===== src/rtl/dmem_wbuf.sv =====
// Posted-write buffer between a node's data-memory port and its dmem.
// Writes queue in an in-order FIFO that drains when the port is idle; reads bypass with store-to-load forwarding.
module dmem_wbuf #(
  parameter int DEPTH = 4,
  parameter int AW    = 8,
  parameter int DW    = 64
) (
  input  logic                  clk,
  input  logic                  reset,
  input  logic                  node_memEn,
  input  logic                  node_memWrEn,
  input  logic [0:31]           node_addr,
  input  logic [0:DW-1]         node_d_out,
  output logic [0:DW-1]         node_d_in,
  output logic                  node_stall,
  input  logic                  flush,
  output logic                  flush_done,
  output logic [0:$clog2(DEPTH)] occupancy,
  input  logic                  mem_ready,
  output logic                  mem_memEn,
  output logic                  mem_memWrEn,
  output logic [0:AW-1]         mem_memAddr,
  output logic [0:DW-1]         mem_dataIn,
  input  logic [0:DW-1]         mem_dataOut
);

  localparam int PW = $clog2(DEPTH);
  localparam int CW = PW + 1;

  logic [0:AW-1] addr_q [DEPTH];
  logic [0:DW-1] data_q [DEPTH];
  logic [PW-1:0] head_q, tail_q;
  logic [CW-1:0] count_q, count_nxt;
  logic          fwd_hit_q;
  logic [0:DW-1] fwd_data_q;

  logic [0:AW-1] node_a;
  logic          rd_req, wr_req, full, issue_rd, drain, push;
  logic          fwd_hit;
  logic [0:DW-1] fwd_data;
  logic [PW-1:0] idx;

  assign node_a    = node_addr[32-AW:31];
  assign occupancy = count_q;
  assign node_d_in = fwd_hit_q ? fwd_data_q : mem_dataOut;

  always_comb begin
    rd_req      = node_memEn & ~node_memWrEn & ~flush;
    wr_req      = node_memEn &  node_memWrEn & ~flush;
    full        = (count_q == CW'(DEPTH));
    issue_rd    = rd_req & mem_ready;
    drain       = ~rd_req & mem_ready & (count_q != '0);
    // A full buffer stalls the write even if a drain frees a slot this cycle.
    push        = wr_req & ~full;
    node_stall  = flush ? node_memEn : ((rd_req & ~mem_ready) | (wr_req & full));
    count_nxt   = count_q + CW'(push) - CW'(drain);
    mem_memEn   = 1'b0;
    mem_memWrEn = 1'b0;
    mem_memAddr = '0;
    mem_dataIn  = '0;
    if (issue_rd) begin
      mem_memEn   = 1'b1;
      mem_memAddr = node_a;
    end else if (drain) begin
      mem_memEn   = 1'b1;
      mem_memWrEn = 1'b1;
      mem_memAddr = addr_q[head_q];
      mem_dataIn  = data_q[head_q];
    end
  end

  // Walk oldest to youngest so the last match (most recent push) wins.
  always_comb begin
    fwd_hit  = 1'b0;
    fwd_data = '0;
    idx      = '0;
    for (int i = 0; i < DEPTH; i++) begin
      idx = head_q + PW'(i);
      if ((CW'(i) < count_q) && (addr_q[idx] == node_a)) begin
        fwd_hit  = 1'b1;
        fwd_data = data_q[idx];
      end
    end
  end

  always_ff @(posedge clk or negedge reset) begin
    if (!reset) begin
      for (int i = 0; i < DEPTH; i++) begin
        addr_q[i] <= '0;
        data_q[i] <= '0;
      end
      head_q     <= '0;
      tail_q     <= '0;
      count_q    <= '0;
      fwd_hit_q  <= 1'b0;
      fwd_data_q <= '0;
      flush_done <= 1'b0;
    end else begin
      if (push) begin
        addr_q[tail_q] <= node_a;
        data_q[tail_q] <= node_d_out;
        tail_q         <= tail_q + 1'b1;
      end
      if (drain) head_q <= head_q + 1'b1;
      count_q    <= count_nxt;
      fwd_hit_q  <= issue_rd & fwd_hit;
      if (issue_rd) fwd_data_q <= fwd_data;
      flush_done <= flush & (count_nxt == '0);
    end
  end

endmodule


===== config.mk =====
export PLATFORM = sky130hd
export DESIGN_NAME = dmem_wbuf
export DESIGN_NICKNAME = d
export VERILOG_FILES = /design/src/rtl/dmem_wbuf.sv
export SDC_FILE = /design/constraint.sdc
export NUM_CORES = 1
export LEC_CHECK = 0
export CAP_MARGIN = 0
export CELL_PAD_IN_SITES_DETAIL_PLACEMENT = 0
export CELL_PAD_IN_SITES_GLOBAL_PLACEMENT = 1
export CORE_ASPECT_RATIO = 0.9
export CORE_UTILIZATION = 35
export CTS_CLUSTER_SIZE = 20
export DETAILED_ROUTE_END_ITERATION = 7
export GPL_TIMING_DRIVEN = 1
export PLACE_DENSITY = 0.71
export SYNTH_ARGS = -nofsm -noshare
export SYNTH_HDL_FRONTEND = slang
export SYNTH_SLANG_ARGS = --single-unit

===== constraint.sdc =====
create_clock -name clk -period 2.7 [get_ports clk]
set_input_delay 0.405 -clock clk [delete_from_list [all_inputs] [get_ports clk]]
set_output_delay 0.405 -clock clk [all_outputs]
set_load 0.02 [all_outputs]

**Word level (Yosys, flattened, before mapping)**

Index checks and enable logic that the tools add are counted.

- Add/sub/neg operators: 6
- Multiply operators: 0
- Div/mod/pow operators: 0
- $lt $le $gt $ge: 10
- Eq/ne operators: 5
- Shift-type cells: 0
- Muxes and demuxes: 47
- Bitwise logic cells: 23
- Reduce and logical (&&, ||, !) cells: 7

Operators with widths:

| kind | count |
|---|---|
| $mux 64 | 16 |
| $bmux 64 s2 | 4 |
| $bwmux 256 | 1 |
| $demux 64 s2 | 1 |
| $mux 8 | 11 |
| $bmux 8 s2 | 4 |
| $bwmux 32 | 1 |
| $eq 8x8->1 | 4 |
| $demux 8 s2 | 1 |
| $ge 3x3->1 const B | 5 |
| $not 2->3 | 5 |
| $and 1x1->1 | 12 |
| $mux 1 | 8 |
| $lt 1x3->1 const A | 2 |
| $lt 2x3->1 const A | 2 |
| $logic_and 1x1->1 | 5 |
| $not 1->1 | 5 |
| $add 2x1->2 const B | 2 |
| $add 2x2->2 const B | 2 |
| $add 3x1->3 | 1 |
| $eq 3x3->1 const B | 1 |
| $logic_not 3->1 | 1 |
| $lt 3x1->1 const B | 1 |
| $reduce_bool 3->1 | 1 |
| other kinds (2) | 2 |

- Bits in registers: 361
- Latch bits: 0
- Bits in writable memories: 0
- Bits in read-only memories: 0
- Bits of input ports: 166
- Output and inout bits: 143
- Memories kept: 0

**Logic depth before layout (Yosys ltp)**

- Depth in word-level cells: 11
- Gate-level depth with buffers: 12
- Mapped depth without buffers: 10

**Least setup slack after synthesis**

No wires, ideal clock.

- Path kind: flip-flop to output port
- Start point: register head_q[0]
- End point: output mem_memAddr[5] in the netlist's numbering
- Arrival time: 2911 ps
- Data required time: 2295 ps
- Slack: -616 ps
- Cell stages (with the launch flop): 10
- Cell sequence: dfrtp_1 -> buf_2 -> buf_2 -> buf_4 -> buf_2 -> clkbuf_1 -> clkbuf_1 -> clkbuf_1 -> mux2_2 -> o21ai_0

- Longest elaborated chain between the ends: 6

Ends and longest elaborated chain:

| item | RTL line | source |
|---|---|---|
| start: declaration | 32 | `logic [PW-1:0] head_q, tail_q;` |
| start signal: assignment | 104 | `if (drain) head_q <= head_q + 1'b1;` |
| $not 2->3 (implied by the code) | 67 | `mem_memAddr = addr_q[head_q];` |
| $bmux 8 s2 | 67 |  |
| $mux 8 (implied by the code) (2 in series) | 67 |  |
| $mux 8 | 64 | `end else if (drain) begin` |
| $mux 8 | 61 | `if (issue_rd) begin` |
| end: declaration | 22 | `output logic [0:AW-1] mem_memAddr,` |

No other way between the ends. The select of a mux whose other input is x is not followed.

**Final worst setup path**

- Start point: register head_q[0]
- End point: register fwd_data_q[4] in the netlist's numbering

- Longest elaborated chain between the ends: 10
- Elaborated cells on any way between the ends: 43
- Those cells by class: add/sub (3); eq/ne (4); mux (28); bitwise (4); reduce/logical (4)

Ends and longest elaborated chain:

| item | RTL line | source |
|---|---|---|
| $add 2x1->2 / $not 2->3 (equally long branches) | 78, 79, 81 |  |
| $not 2->3 (implied by the code) / $bmux 8 s2 (equally long branches) | 79, 81 |  |
| $bmux 8 s2 / $mux 8 (equally long branches) | 79 | `if ((CW'(i) < count_q) && (addr_q[idx] == node_a)) begin` |
| $mux 8 (implied by the code) | 79 |  |
| $mux 8 (implied by the code) / $eq 8x8->1 (equally long branches) | 79 |  |
| $eq 8x8->1 / $logic_and 1x1->1 (equally long branches) | 79 |  |
| $logic_and 1x1->1 / $mux 64 (equally long branches) | 79 |  |
| $mux 64 (2 in series) | 79 |  |
| $mux 64 (*) | 79 |  |
| end signal: assignment | 107 | `if (issue_rd) fwd_data_q <= fwd_data;` |
| end: declaration | 35 | `logic [0:DW-1] fwd_data_q;` |

Mark *: on every way between the ends. The rest lies on a longest branch, timed or not. The select of a mux whose other input is x is not followed.
A chain may end at the register's enable or synchronous reset.

==> run summary <==
Overall Power = 42.20 mW
Initial Utilization = 0.3539
Worst Path Required = 3.14 ns
Row cnt = 88
DIE AREA = 65810 um2
Mapped Nets = 2416
Most frequent cells in the layout = mux2_2, dfrtp_1, buf_4
Placed cells = 3383
Status = complete, but fails checks
Yosys warning total = 0
CP Data Arrival Time = 3.53 ns
Nets = 2908
Violated checks = setup timing
Layout Cells excl Fill = 3623
RePlAce Congestion = 0.8238
# setup viols final = 127
Drt total wl = 84.49 mm
Synth area leaders = dfrtp_1, mux2_2, mux2i_1, nor2_1, a21oi_1
DRC = 0
Num CTS Buffers = 43
# IOs = 309
Minimum clock period = 3.090 ns
First-pass GRT wire length = 122.8 mm
Max-cap check violation count = 0
Final instance area = 33510 um2
Crit Path Max Fanout = 5
Gr ovfl total = 0
P_int = 25.31 mW
Mean Syn Cell Area = 10.11 um2
H-tree levels = 2
Vias in the first global route = 20270
Critical path's slowest cell = or4_4
Final Max Slew Viols = 0
Top cell type by total area after synthesis = dfrtp_1
Final setup margin = -0.3900 ns
Worst-margin pin slew = 0.5453 ns
Placed Instance Area = 28050 um2
Relative slew margins = 0.6365
Sw Share = 0.4002
Detail Route Antenna Nets = 0
Comb pwr share = 0.628
WP buf/inv = 3
CP Capture Type = register
Clock latency on the worst-skew pair = 0.58 ns
Endpoints failing hold = 0
Worst setup path category = register to register
Worst path max stage delay = 0.54 ns
Worst clock skew = 0.01304 ns
Share of cells above drive strength 1 = 0.4702
Clock slew seen by the registers of the worst setup and hold paths = 0.06 ns
Mapped Cells = 2242
Die Wd = 270.3 um
Synthesis-to-finish area growth = 47.77%
DR vias = 20280
LEAKAGE = 14.47 nW
Routed wire per std cell = 23.32 um
Hold Crit Class = primary input to async pin
Part of the Yosys area used for sequential elements = 0.3984
Antenna violations before repair = 8
CTS tree = done
Utilization after layout = 0.5229
Worst VDD drop = 0.6548 mV
Fmax = 0.3236 GHz
Die Height = 243.5 um
Worst path cell trace = buf_12, mux4_2, xnor2_2, nand4_1, or4_4, and3_4, buf_6, clkbuf_16, a221oi_2, o31ai_1
Register bit total from synthesis = 361
Net switching power = 16.89 mW
Synth cell types = 43
Sequential share of power = 0.227
Clock buffer depth = 3
FF/Latch Area = 9045 um2
Clock root buffer = clkbuf_16
Pre-antenna DRT Iters = 7
Post-synth top area share = 0.3984
IO buf count = 284
Final period util = 1.144
Area of the mapped netlist = 22680 um2
Top Family by Delay on Critical Path = simple AND/OR/NAND/NOR gates
Core area = 64080 um2
Area of the multi-input gates = 14480 um2
Clock Power Share = 0.145
CTS Sinks = 361
Layout fillers = 5529
HPWL after DPL = 47.80 mm
Pin count of the biggest net entering global routing = 93
Critical Path Source Type = register
Vias/cell = 5.598
1st-iter DRT viols = 1620
Overall routing resource usage = 0.2419
TNS Setup = -25.12 ns
PwrDens = 1259 nW/um2
Most common cell after layout, fill and taps aside = mux2_2
Unrepaired setup endpoints after global routing = true
## routing by layer
metal	track usage	up-vias	share of wire
met3	0.04593	176	0.062
met4	0.08159	12	0.030
met5	0	-	0.00095
li1	-	9150	-
met1	0.3129	10240	0.43
met2	0.4044	708	0.48
## kinds of logic after synthesis
logic type               count (synthesis)  synth area share
buffers and inverters                  205           0.03631
multiplexers                           660            0.3248
adder cells (fa/ha/maj)                  8          0.004745
AND/OR/NAND/NOR                        502           0.09005
XOR/XNOR                                40           0.01545
AO/OA/AOI/OAI                          466            0.1303
flip-flops                             361            0.3984
## path summary, 6_finish.rpt
kind / start / endpoint / slack (ns) / cells past startpoint
max in group asynchronous: reset / data_q[180] / 1.46 / 3
setup / recovery: head_q[0] / fwd_data_q[4] / -0.39 / 10
hold reg to reg: data_q[221] / data_q[221] / 0.53 / 1
min in group clk: data_q[221] / data_q[221] / 0.53 / 1
hold / removal: reset / addr_q[14] / 0.38 / 2
setup reg to reg: head_q[0] / fwd_data_q[4] / -0.39 / 10
## cells in the mapped netlist
cell,instances
a21oi_1,163
a221oi_1,30
a222oi_1,1
a22o_1,2
a22oi_1,31
a31o_2,34
a31oi_1,1
and2_1,31
and3_1,1
and4_1,1
and4b_1,1
buf_1,24
buf_2,31
buf_4,2
buf_6,1
clkbuf_1,141
dfrtp_1,361
fa_1,1
ha_1,7
inv_1,6
mux2_2,486
mux2i_1,162
mux4_2,12
nand2_1,188
nand2b_1,1
nand3_1,5
nand4_1,3
nor2_1,257
nor2b_1,1
nor3_1,2
nor3b_1,1
nor4_1,2
nor4_2,1
nor4b_1,1
o21a_1,1
o21ai_0,105
o221ai_1,34
o31ai_1,64
or2_2,1
or3b_2,1
or4_1,4
xnor2_1,32
xor2_1,8
## registers in the layout (all words and copies together) (netlist names)
name        flops
data_q        256
fwd_data_q     64
addr_q         32
occupancy       3
head_q          2
tail_q          2
flush_done      1
fwd_hit_q       1
## repair_timing
item | 4_1_cts | 5_1_grt
hold endpoints to repair | 49 | 0
cloned | 31 | 11
setup endpoints to repair | 186 | 137
setup buffers | 64 | 69
pin swaps | 46 | 109
hold buffers | 1 | 0
resized for setup | 540 | 366
## power by group through the flow
| stage | logic [mW] | registers (mW) | clock network (mW) |
|---|---|---|---|
| finish | 26.5 | 9.58 | 6.12 |
| detailed placement | 18.9 | 9.43 | 0 |
| global placement | 18.5 | 9.23 | 0 |
| floorplan | 12.9 | 8.91 | 0 |
| global route | 28.2 | 9.87 | 6.46 |
| CTS | 22.9 | 9.42 | 6.24 |
## final cells by class
type                    instances  area share
diodes                          1  0.00007468
repair buffers                646      0.2211
flip-flops and latches        361      0.2699
clock inverters                14    0.005078
clock buffers                  64     0.03902
multi-input cells            1676      0.4320
inverters                       6   0.0007842
well taps                     855     0.03193
## stage by stage
stage | hold slack, ns | setup WS, ns
floorplan | 0.1094 | -0.03066
CTS | 0.3890 | -0.3476
global placement | 0.3946 | -0.5065
global route | 0.4246 | -0.4570
detailed placement | 0.3975 | -0.5374
finish | 0.3764 | -0.3900
Power figures use the tool's default switching activity.
